===== src/rtl/lockstep_delay_line.sv =====
// lockstep_delay_line: buffers leader-core samples and replays each one after a
// run-time programmable delay, so the lockstep comparator sees the leader stream
// aligned with the shadow core.
// Optional feature macro: LOCKSTEP_DELAY_PARITY_EN (per-entry even parity plus par_err).
module lockstep_delay_line #(
    parameter int LENGTH    = 32,
    parameter int DEPTH     = 8,
    parameter int MAX_DELAY = 15,
    parameter int RST_DELAY = 3,
    localparam int DW = $clog2(MAX_DELAY + 1),
    localparam int LW = $clog2(DEPTH + 1)
) (
    input  logic              clk,
    input  logic              rst_l,
    input  logic              flush,
    input  logic              cfg_we,
    input  logic [DW-1:0]     delay_cfg,
    input  logic              in_valid,
    input  logic [LENGTH-1:0] in_data,
    input  logic              out_ready,
    output logic              out_valid,
    output logic [LENGTH-1:0] out_data,
    output logic [LW-1:0]     level,
`ifdef LOCKSTEP_DELAY_PARITY_EN
    output logic              par_err,
`endif
    output logic              overflow
);

    localparam int AW = $clog2(DEPTH);
    localparam logic [DW-1:0] MAX_D = DW'(MAX_DELAY);

    typedef enum logic [1:0] {IDLE, WAIT, STREAM} state_t;

    state_t                     state_reg, state_next;
    logic [LENGTH-1:0]          data_mem [DEPTH];
    logic [DEPTH-1:0]           valid_reg, valid_next;
    logic [DEPTH-1:0][DW-1:0]   age_reg, age_next;
    logic [AW-1:0]              wr_ptr_reg, wr_ptr_next;
    logic [AW-1:0]              rd_ptr_reg, rd_ptr_next;
    logic [LW-1:0]              level_reg, level_next;
    logic [DW-1:0]              delay_reg, delay_next;
    logic                       overflow_reg, overflow_next;
    logic                       wr_en, pop, drop, head_mature_next;

    // The FSM state already reflects head maturity, so out_valid is a plain register decode.
    assign out_valid = (state_reg == STREAM);
    assign out_data  = out_valid ? data_mem[rd_ptr_reg] : '0;
    assign level     = level_reg;
    assign overflow  = overflow_reg;

    // A write may proceed into a full buffer when the head leaves in the same cycle.
    assign pop   = out_valid && out_ready && !flush;
    assign wr_en = in_valid && !flush && ((level_reg < LW'(DEPTH)) || pop);
    assign drop  = in_valid && !flush && !wr_en;

    // Per-entry next valid flag and age: new entries start at 0, live entries saturate at MAX_DELAY.
    generate
        for (genvar gi = 0; gi < DEPTH; gi++) begin : g_entry
            logic wr_hit, pop_hit;
            assign wr_hit  = wr_en && (wr_ptr_reg == AW'(gi));
            assign pop_hit = pop && (rd_ptr_reg == AW'(gi));
            assign valid_next[gi] = flush   ? 1'b0 :
                                    wr_hit  ? 1'b1 :
                                    pop_hit ? 1'b0 : valid_reg[gi];
            assign age_next[gi]   = wr_hit ? '0 :
                                    (valid_reg[gi] && (age_reg[gi] != MAX_D)) ? age_reg[gi] + DW'(1)
                                                                              : age_reg[gi];
        end
    endgenerate

    // Pointer, level, overflow and delay updates; flush clears everything except the delay.
    always_comb begin
        wr_ptr_next   = wr_ptr_reg;
        rd_ptr_next   = rd_ptr_reg;
        level_next    = level_reg;
        overflow_next = overflow_reg;
        delay_next    = delay_reg;
        if (cfg_we && (state_reg == IDLE)) begin
            if ({{(32-DW){1'b0}}, delay_cfg} > 32'(MAX_DELAY))
                delay_next = MAX_D;
            else
                delay_next = delay_cfg;
        end
        if (flush) begin
            wr_ptr_next   = '0;
            rd_ptr_next   = '0;
            level_next    = '0;
            overflow_next = 1'b0;
        end else begin
            if (wr_en) wr_ptr_next = wr_ptr_reg + AW'(1);
            if (pop)   rd_ptr_next = rd_ptr_reg + AW'(1);
            level_next = level_reg + LW'(wr_en) - LW'(pop);
            if (drop) overflow_next = 1'b1;
        end
        head_mature_next = valid_next[rd_ptr_next] && (age_next[rd_ptr_next] >= delay_next);
    end

    // Next-state logic: the state tracks whether the head will be mature in the coming cycle.
    always_comb begin
        state_next = state_reg;
        if (flush) begin
            state_next = IDLE;
        end else begin
            case (state_reg)
                IDLE:    if (wr_en) state_next = head_mature_next ? STREAM : WAIT;
                WAIT:    if (head_mature_next) state_next = STREAM;
                STREAM:  if (pop) begin
                             if (level_next == '0)       state_next = IDLE;
                             else if (!head_mature_next) state_next = WAIT;
                         end
                default: state_next = IDLE;
            endcase
        end
    end

    // FSM state register.
    always_ff @(posedge clk or negedge rst_l) begin
        if (!rst_l) state_reg <= IDLE;
        else        state_reg <= state_next;
    end

    // Control registers: entry flags, ages, pointers, level, overflow, delay.
    always_ff @(posedge clk or negedge rst_l) begin
        if (!rst_l) begin
            valid_reg    <= '0;
            age_reg      <= '0;
            wr_ptr_reg   <= '0;
            rd_ptr_reg   <= '0;
            level_reg    <= '0;
            overflow_reg <= 1'b0;
            delay_reg    <= DW'(RST_DELAY);
        end else begin
            valid_reg    <= valid_next;
            age_reg      <= age_next;
            wr_ptr_reg   <= wr_ptr_next;
            rd_ptr_reg   <= rd_ptr_next;
            level_reg    <= level_next;
            overflow_reg <= overflow_next;
            delay_reg    <= delay_next;
        end
    end

    // Sample storage; contents need no reset because entry valid flags gate their use.
    always_ff @(posedge clk) begin
        if (wr_en) data_mem[wr_ptr_reg] <= in_data;
    end

`ifdef LOCKSTEP_DELAY_PARITY_EN
    logic par_mem [DEPTH];
    logic par_err_reg;

    assign par_err = par_err_reg;

    // Even-parity bit captured alongside each sample.
    always_ff @(posedge clk) begin
        if (wr_en) par_mem[wr_ptr_reg] <= ^in_data;
    end

    // Parity is re-checked on the popped head; a mismatch flags for one cycle.
    always_ff @(posedge clk or negedge rst_l) begin
        if (!rst_l) par_err_reg <= 1'b0;
        else        par_err_reg <= pop && ((^data_mem[rd_ptr_reg]) != par_mem[rd_ptr_reg]);
    end
`endif

endmodule


===== config.mk =====
export PLATFORM = sky130hd
export DESIGN_NAME = lockstep_delay_line
export DESIGN_NICKNAME = d
export VERILOG_FILES = /design/src/rtl/lockstep_delay_line.sv
export SDC_FILE = /design/constraint.sdc
export NUM_CORES = 1
export LEC_CHECK = 0
export CAP_MARGIN = 20
export CORE_MARGIN = 10
export CORE_UTILIZATION = 35
export CTS_CLUSTER_DIAMETER = 60
export DETAILED_ROUTE_END_ITERATION = 10
export SYNTH_ARGS = -nofsm -noshare
export SYNTH_HDL_FRONTEND = slang
export SYNTH_SLANG_ARGS = --single-unit

===== constraint.sdc =====
create_clock -name clk -period 4 [get_ports clk]
set_input_delay 0.6 -clock clk [delete_from_list [all_inputs] [get_ports clk]]
set_output_delay 0.6 -clock clk [all_outputs]
set_load 0.01 [all_outputs]

==> results.txt, run 1 <==
Area Overhead vs Synth: 22.5%
initial core utilization: 0.356
gr usage total: 0.133
clock sinks: 313
PD cells: 528 nW/um^2
f_max: 267 MHz
post-placement cell area: 15,200 um^2
Largest register FFs: 256
critical path arrival: 3.14 ns
Worst Setup Start Kind: register
Most used DFF post-synth: edfxtp_1
final count of hold timing violations: 0
HP Class: in -> async
M1 GR Usage: 0.174
largest net degree at the start of global routing: 42
static leakage: 5.69 nW
sequential share of power: 0.453
drt drc: 0
final instance area: 16,500 um^2
CORE AREA: 37,800 um^2
GPL Wtd Cong: 0.933
die area: 46,700 um^2
Syn Area/Cell: 16.0 um^2
yosys warns: 0
area of the mapped netlist: 13,500 um^2
WL final: 30.9 mm
# fillers: 3,424
TritonCTS buffer count: 38
Setup CP Type: reg -> out
post-CTS resize count: 0
Layout Skew: 0.0204 ns
most frequent cells in the layout: edfxtp_1, nand2_1, clkdlybuf4s50_1
average wire per standard cell: 20.4 um
Net Sw Frac: 0.255
EDFF count, synth: 256
die width: 216 um
Yosys reg bits: 313
number of max-cap violations: 0
fin nets: 1,046
Final WS setup: 0.260 ns
Vias: 7,671
met2 usage: 0.216
placed insts: 1,446
post-layout minimum cycle time: 3.74 ns
Pint: 6.49 mW
Worst IR Drop VDD: 0.000403 V
pre-CTS setup slack: -0.0249 ns
reg2reg path depth: 16
Worst setup EP type: output port
Post-Layout Cell Count: 1,512
Final ANT Viol Nets: 0
maximum clock path buffer count: 3
reg2reg start: rd_ptr_reg[0]
Worst-Skew Late Latency: 0.55 ns
RR Endpoint: state_reg[0]
Seq/Total Area, Yosys: 0.677
commonest non-fill, non-tap cell in the layout: edfxtp_1
H-tree Lvls: 2
height of the die: 216 um
number of global-route vias before repair: 8,059
status: complete, no violations
clock-pin slew on the worst setup and hold paths: 0.05 ns
dpl hpwl: 19.7 mm
clock network power share: 0.390
power share of the combinational group: 0.157
Synth Instances: 840
vias per inst: 5.07
Synth Net Count: 911
Least-Margin Pin Slew: 0.866 ns
grt met3 use: 0.0288
number of distinct library cells after synthesis: 62
flop2flop setup slack: 0.43 ns
port bufs: 79
first-pass GRT wire length: 48.4 mm
crit-path max FO: 41
number of setup buffers added after CTS: 0
CTS tree: done
max_slew headroom: 0.423
RSZ-0062 raised after global routing: no
Congestion Overflow GR: 0
Total Power: 8.70 mW
Req. time, crit path: 3.40 ns
grt peak-use layer: met2
IO Pins: 80
drt first pass iters: 5
crit share post-route: 0.935
Hold Buf Count CTS: 0
initial antenna violation count: 2
initial DRC count: 546
NetSw: 2.22 mW
# rows: 71
Setup-failing EPs final: 0
ys async rst share: 0.182
layout cell share with drive strength beyond 1: 0.204
Slew Limit Fails: 0
CTS root buf: clkbuf_16
## layout make-up
class	instances	area [um^2]	area share
antenna	1	2.50	0.000152
clock buffer	47	985	0.0597
clock inverter	18	253	0.0153
inverter	33	124	0.00751
multi-input combinational	456	4110	0.249
sequential	313	9120	0.553
tap	511	639	0.0388
timing repair buffer	133	1260	0.0763
## layer usage
metal | vias up | share of wire
met4 | 2 | 0.024
met3 | 54 | 0.054
met1 | 3885 | 0.44
met2 | 187 | 0.48
li1 | 3543 | -
met5 | - | 0.00039
## worst max-delay path, cell delays in order, from the launching register on
cell	delay (ns)
dfrtp_4	0.44
buf_4	0.66
mux4_2	0.36
nand2_1	0.06
a21oi_1	0.39
clkdlybuf4s50_1	0.63
## cells in the mapped netlist (all sizes together) (10+ instances only)
master	instances	share of area
ha	28	0.026
mux4	65	0.11
nand3	15	0.0056
a21oi	56	0.021
clkbuf	19	0.0053
buf	19	0.0079
edfxtp	256	0.57
nor3	13	0.0048
a211oi	10	0.0056
nor2	30	0.0086
dfrtp	55	0.10
o21ai	17	0.0063
nor2b	10	0.0046
mux2i	14	0.013
xnor2	11	0.0072
nand2	90	0.025
inv	31	0.0086
## power groups by stage
| stage | clock (mW) | combinational [mW] | sequential, mW |
|---|---|---|---|
| after global placement | 0 | 1.38 | 4.00 |
| final | 3.39 | 1.37 | 3.95 |
| after detailed placement | 0 | 1.38 | 4.01 |
| after global routing | 3.62 | 1.51 | 3.98 |
| after floorplan | 0 | 0.876 | 3.95 |
| after CTS | 3.50 | 1.39 | 3.94 |
## per-stage QoR
stage,hold slack [ns],TNS [ns],utilization
floorplan,0.304,0,-
finish,0.0961,0,0.436
global placement,0.499,-0.00754,0.403
CTS,0.0983,0,0.436
global route,0.133,0,0.436
detailed placement,0.520,-0.0249,0.403
## cells by family after synthesis
logic type | after synthesis | synth area share
flops | 313 | 0.677
simple gates | 206 | 0.0758
compound gates | 127 | 0.0654
mux | 81 | 0.123
buf+inv | 71 | 0.0224
fa+ha+maj | 29 | 0.0275
xor+xnor | 13 | 0.00846
## worst max path at each step
| stage | end | depth (start not counted) | from | slack, ns |
|---|---|---|---|---|
| 4_1_cts | out_data[0] | 6 | rd_ptr_reg[1] | 0.04 |
| 3_5_place_dp | state_reg[0] | 14 | out_ready | -0.02 |
| 2_1_floorplan | state_reg[0] | 18 | rd_ptr_reg[1] | 0.02 |
| 5_1_grt | out_data[0] | 5 | rd_ptr_reg[0] | 0.05 |
| 3_3_place_gp | state_reg[0] | 15 | out_ready | -0.008 |
| 6_report | out_data[0] | 5 | rd_ptr_reg[0] | 0.26 |
No activity file was read; power rests on OpenSTA's default activity.
==> run 2, diff against run 1 <==
--- a/config.mk
+++ b/config.mk
@@ -5,6 +5,7 @@
 export SDC_FILE = /design/constraint.sdc
 export NUM_CORES = 1
 export LEC_CHECK = 0
+export ABC_AREA = 1
 export CAP_MARGIN = 20
 export CORE_MARGIN = 10
 export CORE_UTILIZATION = 35
==> run 2 against run 1 <==
Area after synthesis up 1.1%. Maximum frequency shrank 0.83%. Die area grew 0.99%. Clock skew decreased by 0.0037 ns. Cell area shrank 1.5%. Worst setup slack got worse by 0.031 ns. Combinational power increased by 34%. Core utilization shrank 1.4 points. Routed wire length rose by 5.3%.
==> results.txt, run 2 <==
max_slew headroom: 0.355 (-0.0679)
Congestion Overflow GR: 0 (unchanged)
fin nets: 1,360 (+30%)
drt first pass iters: 5 (unchanged)
post-layout minimum cycle time: 3.77 ns (+0.0311 ns)
area of the mapped netlist: 13,600 um^2 (+1.1%)
Worst setup EP type: output port
CTS tree: done
height of the die: 217 um (+0.49%)
critical path arrival: 3.17 ns (+0.03 ns)
clock sinks: 313 (unchanged)
TNS Setup: 0 ns (unchanged)
top cells by area, synth: edfxtp_1, dfrtp_1, o21ai_0
status: complete, no violations
crit share post-route: 0.943 (+0.00779)
most frequent cells in the layout: edfxtp_1, nor2_1, o21ai_0
Worst-Skew Late Latency: 0.52 ns (-0.03 ns)
average wire per standard cell: 17.7 um (-13%)
static leakage: 6.18 nW (+8.7%)
yosys warns: 0 (unchanged)
first-pass GRT wire length: 51.8 mm (+7.0%)
TritonCTS buffer count: 36 (-5.3%)
area of the multi-input gates: 3940 um^2 (-4.2%)
Syn Area/Cell: 11.2 um^2 (-30%)
IO Pins: 80 (unchanged)
Synth top cells by count: edfxtp_1, nor2_1, o21ai_0
post-CTS resize count: 0 (unchanged)
gr usage total: 0.137 (+0.00375)
ys async rst share: 0.182 (unchanged)
number of global-route vias before repair: 9,081 (+13%)
Synth Instances: 1,210 (+44%)
PD cells: 543 nW/um^2 (+2.9%)
H-tree Lvls: 2 (unchanged)
Most used DFF post-synth: edfxtp_1
GPL Wtd Cong: 0.848 (-9.1%)
number of setup buffers added after CTS: 0 (unchanged)
Worst IR Drop VDD: 0.000414 V (+2.8%)
number of max-cap violations: 0 (unchanged)
clock-pin slew on the worst setup and hold paths: 0.05 ns (about the same)
CTS root buf: clkbuf_16
die area: 47,200 um^2 (+0.99%)
vias per inst: 5.02 (-1.1%)
WL final: 32.5 mm (+5.3%)
# fillers: 3,697 (+8.0%)
maximum clock path buffer count: 3 (unchanged)
crit-path max FO: 82 (+100%)
Seq/Total Area, Yosys: 0.670 (-0.00729)
Vias: 9,191 (+20%)
CORE AREA: 38,600 um^2 (+1.9%)
Total Power: 8.82 mW (+1.4%)
Final ANT Viol Nets: 0 (unchanged)
placed insts: 1,769 (+22%)
top-area cell type share of the netlist area: 0.565 (-0.00615)
initial DRC count: 605 (+11%)
largest net degree at the start of global routing: 109 (+160%)
f_max: 265 MHz (-0.83%)
Hold Buf Count CTS: 0 (unchanged)
final count of hold timing violations: 0 (unchanged)
Fin Hold WS: 0.247 ns (+0.151 ns)
layout cell share with drive strength beyond 1: 0.0922 (-0.112)
Slew Limit Fails: 0 (unchanged)
Layout Skew: 0.0166 ns (-0.00374 ns)
FF+latch area: 9120 um^2 (unchanged)
Area Overhead vs Synth: 19.5%
commonest non-fill, non-tap cell in the layout: edfxtp_1
HP Class: in -> async
EDFF count, synth: 256 (unchanged)
most frequent cell after synthesis: edfxtp_1
initial antenna violation count: 5 (+3)
drt drc: 0 (unchanged)
# rows: 72 (+1.4%)
pre-CTS setup slack: 0.245 ns (+0.270 ns)
Yosys reg bits: 313 (unchanged)
Worst Setup Start Kind: register
number of distinct library cells after synthesis: 39 (-37%)
RSZ-0062 raised after global routing: no
initial core utilization: 0.353 (-0.00278)
Setup-failing EPs final: 0 (unchanged)
Largest register FFs: 256 (unchanged)
Least-Margin Pin Slew: 0.968 ns (+0.102 ns)
dpl hpwl: 19.1 mm (-3.5%)
die width: 217 um (+0.49%)
Req. time, crit path: 3.40 ns (about the same)
Synth Net Count: 1,281 (+41%)
top cell type by total area after synthesis: edfxtp_1
Final WS setup: 0.229 ns (-0.0311 ns)
port bufs: 79 (unchanged)
Setup CP Type: reg -> out
Post-Layout Cell Count: 1,832 (+21%)
-- run 2: changes by cell type in the layout (fill, tap and decap cells not counted), moves of 17 or more --
cell | before | now
nor2_1 | 23 | 208
o21ai_0 | 17 | 183
mux4_2 | 65 | 0
inv_1 | 29 | 87
a21oi_1 | 56 | 20
nand3_1 | 15 | 50
buf_4 | 48 | 14
o22ai_1 | 0 | 34
a31oi_1 | 8 | 32
nand2_1 | 90 | 107
-- run 2: cells by family (layout without fill, tap and decap cells) --
| group | Yosys count | after routing | synth area share |
|---|---|---|---|
| AND/OR/NAND/NOR | 410 | 410 | 0.129 |
| XOR/XNOR | 11 | 11 | 0.00708 |
| adder cells (fa/ha/maj) | 29 | 29 | 0.0272 |
| buffers and inverters | 154 | 256 | 0.0449 |
| other | 0 | 2 | 0 |
| flip-flops | 313 | 313 | 0.670 |
| AO/OA/AOI/OAI | 292 | 292 | 0.120 |
| multiplexers | 1 | 1 | 0.000828 |
-- run 2: layer usage --
metal | track usage | vias up | part of all wire
met4 | 0.0373 | 6 | 0.020
met5 | 0 | - | 0.0014
met3 | 0.0284 | 51 | 0.057
met1 | 0.184 | 4469 | 0.46
li1 | - | 4432 | -
met2 | 0.220 | 233 | 0.46
-- run 2: per-stage QoR --
step / util / instance area [um^2]
global placement: 0.392 / 15100
floorplan: - / 13600
finish: 0.421 / 16200
global route: 0.421 / 16200
CTS: 0.421 / 16200
detailed placement: 0.392 / 15100
-- run 2: final timing paths --
path                       cells past startpoint          start  slack (ns)            end
setup / recovery                               6  rd_ptr_reg[0]        0.23   out_data[13]
hold / removal                                 1          rst_l        0.25    age_reg[28]
setup reg to reg                              18  rd_ptr_reg[0]        0.65   state_reg[0]
hold reg to reg                                1       overflow        0.54       overflow
max in group asynchronous                      2          rst_l        2.91  rd_ptr_reg[1]
min in group clk                               1       overflow        0.54       overflow
-- run 2: critical path, cell delays in order, from the launching register on --
cell and delay [ns]:
dfrtp_4 0.46, buf_4 0.67, o21ai_0 0.21, o22ai_1 0.18, o21ai_0 0.10, a31oi_1 0.31, clkdlybuf4s50_1 0.62
-- run 2: cell type report --
| class | count | area share |
|---|---|---|
| clock inverters | 12 | 0.00909 |
| well taps | 518 | 0.0399 |
| multi-input cells | 743 | 0.242 |
| flip-flops and latches | 313 | 0.561 |
| clock buffers | 49 | 0.0604 |
| inverters | 94 | 0.0221 |
| repair buffers | 101 | 0.0647 |
| diodes | 2 | 0.000308 |
-- run 2: power by group --
group	internal, mW	switching (mW)	total, mW
registers	3.74	0.113	3.86
clock network	1.86	1.27	3.13
logic	0.694	1.14	1.84
